[src/rtl/bk_intc_pkg.sv]
// bk_intc_pkg: shared constants and packed-field helpers for the BK vectored
// interrupt controller.
//   PRIO_W / VEC_W : width of one priority / vector field
//   MAX_CH         : largest supported channel count
//   REG_ENABLE / REG_PENDING : offsets inside the two-word register window
//   prio_of / vec_of : extract channel i from a packed parameter table that
//                      has been zero-extended to MAX_CH entries
package bk_intc_pkg;

    localparam int PRIO_W = 3;
    localparam int VEC_W  = 16;
    localparam int MAX_CH = 8;

    localparam logic REG_ENABLE  = 1'b0;
    localparam logic REG_PENDING = 1'b1;

    function automatic logic [PRIO_W-1:0] prio_of(
        input logic [MAX_CH*PRIO_W-1:0] prio,
        input int                       i
    );
        return prio[i*PRIO_W +: PRIO_W];
    endfunction

    function automatic logic [VEC_W-1:0] vec_of(
        input logic [MAX_CH*VEC_W-1:0] vectors,
        input int                      i
    );
        return vectors[i*VEC_W +: VEC_W];
    endfunction

endpackage

[src/rtl/bk_intc_arb.sv]
// bk_intc_arb: combinational winner select among candidate channels.
//   cand     : channels currently requesting (pending & enabled)
//   prio_tab : packed priority per channel, channel i at [3i+2:3i]
//   valid    : at least one candidate exists
//   idx      : winning channel (highest priority, lowest index on a tie)
//   prio     : priority of the winner
module bk_intc_arb
    import bk_intc_pkg::*;
#(
    parameter int NCH = 4
) (
    input  logic [NCH-1:0]        cand,
    input  logic [NCH*PRIO_W-1:0] prio_tab,
    output logic                  valid,
    output logic [2:0]            idx,
    output logic [PRIO_W-1:0]     prio
);

    logic [MAX_CH*PRIO_W-1:0] prio_ext;
    assign prio_ext = (MAX_CH*PRIO_W)'(prio_tab);

    // Scanning upward and replacing only on strictly higher priority keeps
    // the lowest index among equal-priority candidates.
    always_comb begin
        valid = 1'b0;
        idx   = '0;
        prio  = '0;
        for (int i = 0; i < NCH; i++) begin
            if (cand[i] && (!valid || prio_of(prio_ext, i) > prio)) begin
                valid = 1'b1;
                idx   = 3'(i);
                prio  = prio_of(prio_ext, i);
            end
        end
    end

endmodule

[src/rtl/bk_intc.sv]
// bk_intc: parametrised vectored interrupt controller for the BK core.
//   clk, reset      : core clock, synchronous active-high reset
//   ce              : clock enable for all state except reset
//   src_i           : per-channel request lines
//   psw_pri         : current CPU priority (PSW[7:5])
//   virq_o          : vectored interrupt request to the CPU
//   iako_i          : interrupt acknowledge, held through the vector read
//   vector_o        : vector latched at the start of the acknowledge
//   reg_*           : two-word register window (enable / pending)
//   ack_ch_o        : channel index of the last acknowledge
module bk_intc
    import bk_intc_pkg::*;
#(
    parameter int                      NCH          = 4,
    parameter logic [NCH*PRIO_W-1:0]   PRIO         = {3'd4, 3'd4, 3'd4, 3'd4},
    parameter logic [NCH*VEC_W-1:0]    VECTORS      = {16'o0100, 16'o0274, 16'o0060, 16'o0060},
    parameter logic [NCH-1:0]          EDGE_MASK    = 4'b0011,
    parameter logic [NCH-1:0]          ENABLE_RST   = 4'b0001,
    parameter logic [VEC_W-1:0]        SPURIOUS_VEC = 16'o0000
) (
    input  logic              clk,
    input  logic              reset,
    input  logic              ce,
    input  logic [NCH-1:0]    src_i,
    input  logic [2:0]        psw_pri,
    output logic              virq_o,
    input  logic              iako_i,
    output logic [VEC_W-1:0]  vector_o,
    input  logic              reg_sel,
    input  logic              reg_adr,
    input  logic              reg_wr,
    input  logic              reg_rd,
    input  logic [15:0]       reg_di,
    output logic [15:0]       reg_do,
    output logic [2:0]        ack_ch_o
);

    localparam logic [MAX_CH*VEC_W-1:0] VEC_EXT = (MAX_CH*VEC_W)'(VECTORS);

    logic [NCH-1:0]    src_q, pending, enable, pending_nx, clr;
    logic              iako_q, virq_q, ack_fire, wr_en;
    logic              win_valid;
    logic [2:0]        win_idx;
    logic [PRIO_W-1:0] win_prio;

    // Write data above the channel count carries nothing.
    logic unused_di;
    assign unused_di = ^reg_di[15:NCH];

    assign ack_fire = iako_i & ~iako_q;
    assign wr_en    = reg_sel & reg_wr;

    bk_intc_arb #(.NCH(NCH)) u_arb (
        .cand     (pending & enable),
        .prio_tab (PRIO),
        .valid    (win_valid),
        .idx      (win_idx),
        .prio     (win_prio)
    );

    // Edge channels: a new rising edge beats any clear in the same cycle.
    // Level channels simply mirror the source one cycle late.
    always_comb begin
        clr        = '0;
        pending_nx = '0;
        for (int i = 0; i < NCH; i++) begin
            clr[i] = EDGE_MASK[i] &
                     ((ack_fire & win_valid & (win_idx == 3'(i))) |
                      (wr_en & (reg_adr == REG_PENDING) & reg_di[i]));
            if (EDGE_MASK[i])
                pending_nx[i] = (src_i[i] & ~src_q[i]) | (pending[i] & ~clr[i]);
            else
                pending_nx[i] = src_i[i];
        end
    end

    always_ff @(posedge clk) begin
        if (reset) begin
            src_q    <= '0;
            pending  <= '0;
            enable   <= ENABLE_RST;
            iako_q   <= 1'b0;
            virq_q   <= 1'b0;
            vector_o <= '0;
            ack_ch_o <= '0;
        end else if (ce) begin
            src_q   <= src_i;
            pending <= pending_nx;
            iako_q  <= iako_i;
            virq_q  <= win_valid & (win_prio > psw_pri) & ~iako_i;
            if (wr_en && reg_adr == REG_ENABLE)
                enable <= reg_di[NCH-1:0];
            // The vector is captured once at the start of the acknowledge so
            // it cannot change under the CPU while it reads it.
            if (ack_fire) begin
                if (win_valid) begin
                    vector_o <= vec_of(VEC_EXT, int'(win_idx));
                    ack_ch_o <= win_idx;
                end else begin
                    vector_o <= SPURIOUS_VEC;
                end
            end
        end
    end

    // The request is masked immediately when the CPU starts acknowledging,
    // not one cycle later.
    assign virq_o = virq_q & ~iako_i;

    always_comb begin
        reg_do = '0;
        if (reg_sel && reg_rd) begin
            if (reg_adr == REG_ENABLE) begin
                reg_do[NCH-1:0] = enable;
            end else begin
                reg_do[NCH-1:0]  = pending;
                reg_do[8 +: NCH] = src_i & ~EDGE_MASK;
            end
        end
    end

endmodule

[config.mk]
export PLATFORM = sky130hd
export DESIGN_NAME = bk_intc
export DESIGN_NICKNAME = d
export VERILOG_FILES = /design/src/rtl/bk_intc_pkg.sv /design/src/rtl/bk_intc_arb.sv /design/src/rtl/bk_intc.sv
export SDC_FILE = /design/constraint.sdc
export NUM_CORES = 1
export LEC_CHECK = 0
export BUFFER_PORTS_ARGS = -buffer_cell sky130_fd_sc_hd__buf_4
export CAP_MARGIN = 20
export CORE_MARGIN = 1
export CORE_UTILIZATION = 44
export CTS_CLUSTER_DIAMETER = 100
export DETAILED_ROUTE_END_ITERATION = 6
export PLACE_DENSITY = 0.83
export SLEW_MARGIN = 20
export SYNTH_ARGS = -nofsm -noshare
export SYNTH_HDL_FRONTEND = slang
export SYNTH_SLANG_ARGS = --single-unit
[constraint.sdc]
create_clock -name clk -period 4.6 [get_ports clk]
set_input_delay 0.46 -clock clk [delete_from_list [all_inputs] [get_ports clk]]
set_output_delay 0.46 -clock clk [all_outputs]
set_load 0.05 [all_outputs]
==> reports/qor.yml, run 1 <==
status:
  status: "finished clean"
routing:
  drc: 0
  ant_nets: 0
  drtPass1Iterations: 5
  drt-initial-drc-count: 20
  vias: 857
  wl_per_cell_um: 10.74
  wl_um: 1880
  vias_per_cell: 4.897
die:
  initial_core_util_pct: 46.66
  io_pins: 67
  die_w_um: 50.20
  dieArea_mm2: 0.002520
  dieHeight_um: 50.20
  placementRows: 17
  core_area_mm2: 0.002191
logic_synthesis:
  ys_warn_count: 0
  yosysSeqAreaShare_pct: 33.29
  synth_area_mm2: 0.001022
  synth_top_family_by_area: "buffers and inverters"
  synth_xor_area_share_pct: 0
  synth_area_leader_cell: "dfxtp_1"
  synth_area_per_cell_um2: 8.590
  synth_cell_types: 30
  synth-adder-area-share_pct: 1.224
  synth_top_area_share_pct: 33.29
  synth_area_leaders: "dfxtp_1 33%, buf_4 18%, mux2i_1 12%"
  synth-simple-area-share_pct: 19.34
  ys_ff_latch: 17
  synth_compound_area_share_pct: 12.24
  synth_mux_area_share_pct: 11.75
  netlist_instances: 119
clock_tree:
  clkTransAtPathRegs_ns: 0.10
  cts_buffers: 3
  postCtsHoldBufs: 0
  cts_sinks: 17
  cts_root_buf: "clkbuf_4"
  clk_path_buf_depth: 2
  clk_latency_ns: 0.30
  cts_tree: "done"
  h-tree-depth: 1
  postCtsSetupBuffers: 0
  cts_resized: 0
global_routing:
  overflow: 0
  grt_pass1_vias: 773
  antenna_found_initial: 0
  grt.met3_usage_pct: 5.758
  grt_pass1_wl_um: 3381
  grt_max_degree: 19
  globalRoute.busiestLayer: "met2"
  use_met2_pct: 29.33
  use_met1_pct: 21.54
  grt_use_total_pct: 17.56
layout:
  seq_area_um2: 340.3
  final_common_cell: "buf_4"
  area_delta_synth_final_pct: 18.12
  drive_gt1_share_pct: 27.21
  final_area_mm2: 0.001207
  final_cell_mix: "33 x buf_4, 21 x conb_1, 17 x dfxtp_1"
  antenna_cells: 0
  fillers: 196
  fin_nets: 180
  multi_input_area_um2: 534.3
sta:
  rsz0062_at_grt: "false"
  finalMaxSlewViolations: 0
  worstMarginPinSlew_ns: 0.7874
  fmax_mhz: 467.7
  min_period_over_period_pct: 46.48
  fin_setup_tns_ns: 0
  relSlewSlack_pct: 47.51
  fin_skew_ns: 0.007501
  min_period_ns: 2.138
  finalHoldViolCount: 0
  fin_ws_ns: 2.462
  final-setup-viol-count: 0
placed_design:
  gp_congestion: 0.7163
  place_hpwl_um: 1449
  place_area_mm2: 0.001180
  place_ws_ns: 2.518
  portBuffers: 33
worst_setup_path:
  r2r_start: "enable[1]$_SDFFE_PP0P_"
  startpoint: "enable[1]$_SDFFE_PP0P_"
  critical_path_cell_count: 6
  critical_path_buf_inv_count: 0
  crit_family: "compound AO/OA/AOI/OAI gates"
  reg2reg_to: "virq_q$_SDFFE_PP0P_"
  cp-endpoint: "virq_q$_SDFFE_PP0P_"
  worstPathRequired_ns: 4.84
  cp_cell_sequence: "a222oi_1 -> nand2_1 -> ha_1 -> nor3b_1 -> a211o_2 -> a21oi_1"
  cp_slowest_cell: "a222oi_1"
  cp_max_fo: 6
  reg2reg_depth: 6
  arrival_ns: 2.37
  endpoint_kind: "flop"
  worstSetupPathType: "flop to flop"
  crit_path_start_kind: "flop"
  max_stage_delay_ns: 0.73
  r2r_setup_slack_ns: 2.46
power_and_ir_drop:
  power_frac_seq_pct: 47.7
  clock_power_share_pct: 24.0
  ir_worst_vdd_v: 0.0002075
  leakage_nw: 0.5942
  swShare_pct: 36.49
  power_uw: 332.1
  p_int_uw: 210.9
  power_frac_comb_pct: 28.4
  cellPowerDensity_mw_per_mm2: 275.1
  p_switching_uw: 121.2
hold_path:
  worstHoldPathCells: 3
  hold_path_class: "input pin to flop"
run:
  drv_cap: 0
-- kinds of logic after synthesis --
kind of cell / count (synthesis)
compound gates: 16
fa+ha+maj: 1
buf+inv: 35
flops: 17
mux: 12
other cells: 1
simple gates: 37
-- per-layer routing --
layer	routed length (um)	vias up
met4	10	0
li1	-	424
met5	0	-
met1	852	385
met2	878	46
met3	139	2
-- synthesized netlist by cell type, drive strengths merged --
library cell / number
buf: 26
a21oi: 5
nor3b: 1
nor2b: 1
a211oi: 3
and4: 3
ha: 1
nand2b: 1
a311oi: 2
dfxtp: 17
and3b: 1
inv: 6
a221o: 1
nand4: 1
nand3b: 3
nand2: 9
a211o: 2
nand4b: 2
conb: 1
clkbuf: 3
mux2i: 12
a222oi: 1
a21o: 2
nor4bb: 1
nor2: 14
-- layout make-up --
cell class	count	area share [%]
multi-input cells	87	44.25
flip-flops and latches	17	28.19
clock inverters	1	0.4145
well taps	28	2.902
repair buffers	33	20.52
inverters	6	1.865
clock buffers	3	1.865
-- state kept, by name (all words and copies together) (netlist names) --
signal and count:
enable 4, ack_ch_o 2, vector_o 3, iako_q 1, virq_q 1, src_q 2, pending 4
-- worst min path at each step --
stage | startpoint | end
3_3_place_gp | ack_ch_o[1]$_SDFFE_PP0P_ | ack_ch_o[1]$_SDFFE_PP0P_
6_report | reg_di[3] | enable[3]$_SDFFE_PP0P_
3_5_place_dp | ack_ch_o[1]$_SDFFE_PP0P_ | ack_ch_o[1]$_SDFFE_PP0P_
2_1_floorplan | virq_q$_SDFFE_PP0P_ | virq_q$_SDFFE_PP0P_
4_1_cts | reg_di[2] | enable[2]$_SDFFE_PP0P_
5_1_grt | reg_di[3] | enable[3]$_SDFFE_PP0P_
-- worst min-delay path, cell delays in order --
cell and delay, ns:
buf_4 0.08, mux2i_1 0.05, nor2_1 0.08
-- stage by stage --
step	instances	hold WS, ns	utilization, %
after floorplan	139	0.4454	-
after global placement	171	0.4524	53.85
after detailed placement	171	0.4608	53.85
after CTS	175	0.3996	55.11
after global routing	175	0.3989	55.11
final	175	0.4021	55.11
-- power by group through the flow --
stage / sequential, mW / clock, mW / combinational [mW]
after floorplan: 0.164 / 0 / 0.0832
after global placement: 0.161 / 0 / 0.0926
after global routing: 0.159 / 0.0902 / 0.101
final: 0.158 / 0.0796 / 0.0943
after CTS: 0.158 / 0.0824 / 0.0941
after detailed placement: 0.162 / 0 / 0.0940
(Power assumes the default switching activity.)
==> run 2: changes to the inputs <==
Settings changed: CORE_UTILIZATION 44 to 41, PLACE_DENSITY 0.83 to 0.78.
Clock period 4.6 ns to 2.2 ns, I/O delays scaled along.
==> run 2 against run 1 <==
  * Clock power increased by 120%
  * Via count increased by 1.5%
  * Design area increased by 0.62%
  * Sequential share of layout area decreased by 0.17 points
  * Register-to-register slack got worse by 2.1 ns
  * Sequential cell count unchanged
  * Routed wire length increased by 9.7%
  * Clock-buffer cell count unchanged
  * Power increased by 110%
  * Fmax increased by 15%
==> reports/qor.yml, run 2 (synthesized netlist as in run 1, its figures left out) <==
layout:
  final_area_mm2: 0.001215  # +0.62%
  antenna_cells: 0  # unchanged
  fin_nets: 181  # +0.56%
  drive_gt1_share_pct: 27.70  # +0.49 points
  area_delta_synth_final_pct: 18.85
  fillers: 225  # +15%
  final_cell_mix: "34 x buf_4, 21 x conb_1, 17 x dfxtp_1"
  seq_area_um2: 340.3  # unchanged
  largestRegisters: "enable: 4 flops, pending: 4 flops, vector_o: 3 flops"
  multi_input_area_um2: 534.3  # unchanged
  final_common_cell: "buf_4"
sta:
  finalMaxSlewViolations: 0  # unchanged
  rsz0062_at_grt: "false"
  finalHoldViolCount: 0  # unchanged
  fin_setup_tns_ns: 0  # unchanged
  min_period_over_period_pct: 84.77  # +38 points
  final-setup-viol-count: 0  # unchanged
  min_period_ns: 1.865  # -0.2732 ns
  fin_skew_ns: 0.002555  # -0.004946 ns
  fmax_mhz: 536.2  # +15%
power_and_ir_drop:
  cellPowerDensity_mw_per_mm2: 580.0  # +110%
  ir_worst_vdd_v: 0.0003220  # +55%
  leakage_nw: 0.5986  # +0.73%
  power_uw: 704.7  # +110%
worst_setup_path:
  endpoint_kind: "flop"
  r2r_setup_slack_ns: 0.34  # -2.13 ns
  worstSetupPathType: "flop to flop"
  arrival_ns: 2.10  # -0.27 ns
  cp_max_fo: 6  # unchanged
  worstPathRequired_ns: 2.44  # -2.40 ns
  crit_path_start_kind: "flop"
routing:
  ant_nets: 0  # unchanged
  top_layer: "met4"
  drtPass1Iterations: 4  # -1
  wl_per_cell_um: 11.72  # +9.1%
  drc: 0  # unchanged
  wl_um: 2063  # +9.7%
  drt-initial-drc-count: 13  # -35%
  vias_per_cell: 4.943  # +0.94%
  vias: 870  # +1.5%
  met3_length_um: 114  # -18%
  route.met2.wl_um: 1048  # +19%
  met1Wirelength_um: 867  # +1.8%
global_routing:
  antenna_found_initial: 0  # unchanged
  overflow: 0  # unchanged
  grt_max_degree: 19  # unchanged
  grt_use_total_pct: 16.71  # -0.85 points
  grt_pass1_wl_um: 3305  # -2.2%
  grt_pass1_vias: 769  # -0.52%
clock_tree:
  cts_root_buf: "clkbuf_4"
  h-tree-depth: 1  # unchanged
  postCtsHoldBufs: 0  # unchanged
  cts_resized: 0  # unchanged
  clk_latency_ns: 0.30  # about the same
  clk_path_buf_depth: 2  # unchanged
  cts_tree: "done"
  cts_buffers: 3  # unchanged
  postCtsSetupBuffers: 0  # unchanged
  clkTransAtPathRegs_ns: 0.10  # about the same
  cts_sinks: 17  # unchanged
die:
  placementRows: 17  # unchanged
  core_area_mm2: 0.002276  # +3.9%
  dieHeight_um: 51.93  # +3.4%
  io_pins: 67  # unchanged
  dieArea_mm2: 0.002697  # +7.0%
  initial_core_util_pct: 44.91  # -1.7 points
  die_w_um: 51.93  # +3.4%
status:
  status: "finished clean"
run:
  drv_cap: 0  # unchanged
placed_design:
  place_area_mm2: 0.001187  # +0.64%
  portBuffers: 33  # unchanged
  gp_congestion: 0.7791  # +8.8%
  place_hpwl_um: 1588  # +9.6%
hold_path:
  hold_path_class: "input pin to flop"
[run 2: cell types whose count changed in the layout (fill, tap and decap cells not counted)]
cell	change
buf_4	+1
[run 2: layout make-up]
type | instances | area share [%]
multi-input cells | 87 | 43.98
flip-flops and latches | 17 | 28.01
repair buffers | 34 | 21.01
well taps | 28 | 2.884
clock buffers | 3 | 1.854
inverters | 6 | 1.854
clock inverters | 1 | 0.4119
[run 2: critical path, stage by stage, from the launching register on]
cell      delay (ns)
dfxtp_1         0.37
a222oi_1        0.47
nand2_1         0.13
ha_1            0.28
nor3b_1         0.14
a211o_2         0.30
a21oi_1         0.11
[run 2: final timing paths]
| kind | startpoint | to | cells past startpoint |
|---|---|---|---|
| max | enable[1]$_SDFFE_PP0P_ | virq_q$_SDFFE_PP0P_ | 6 |
| min | reg_di[2] | enable[2]$_SDFFE_PP0P_ | 3 |
| max reg2reg | enable[1]$_SDFFE_PP0P_ | virq_q$_SDFFE_PP0P_ | 6 |
| min reg2reg | ack_ch_o[1]$_SDFFE_PP0P_ | ack_ch_o[1]$_SDFFE_PP0P_ | 2 |
[run 2: per-layer routing]
layer | vias up | GRT usage (%)
met5 | - | 0
met4 | 0 | 8.108
met3 | 3 | 2.632
met2 | 37 | 29.27
met1 | 408 | 19.43
li1 | 422 | -
[run 2: through the flow]
step	utilization, %	hold WS, ns	setup slack (ns)	std cells
detailed placement	52.17	0.4568	0.3694	172
global route	53.38	0.1599	0.2238	176
finish	53.38	0.1435	0.3351	176
CTS	53.38	0.1367	0.3471	176
floorplan	-	0.3639	0.3296	139
global placement	52.17	0.4500	0.4426	172
[run 2: power by group]
part           leakage, nW  internal (mW)  switching (mW)
Combinational        0.442         0.0547           0.146
Clock               0.0177         0.0678           0.105
Sequential           0.139          0.320          0.0108
Total                0.599          0.443           0.262
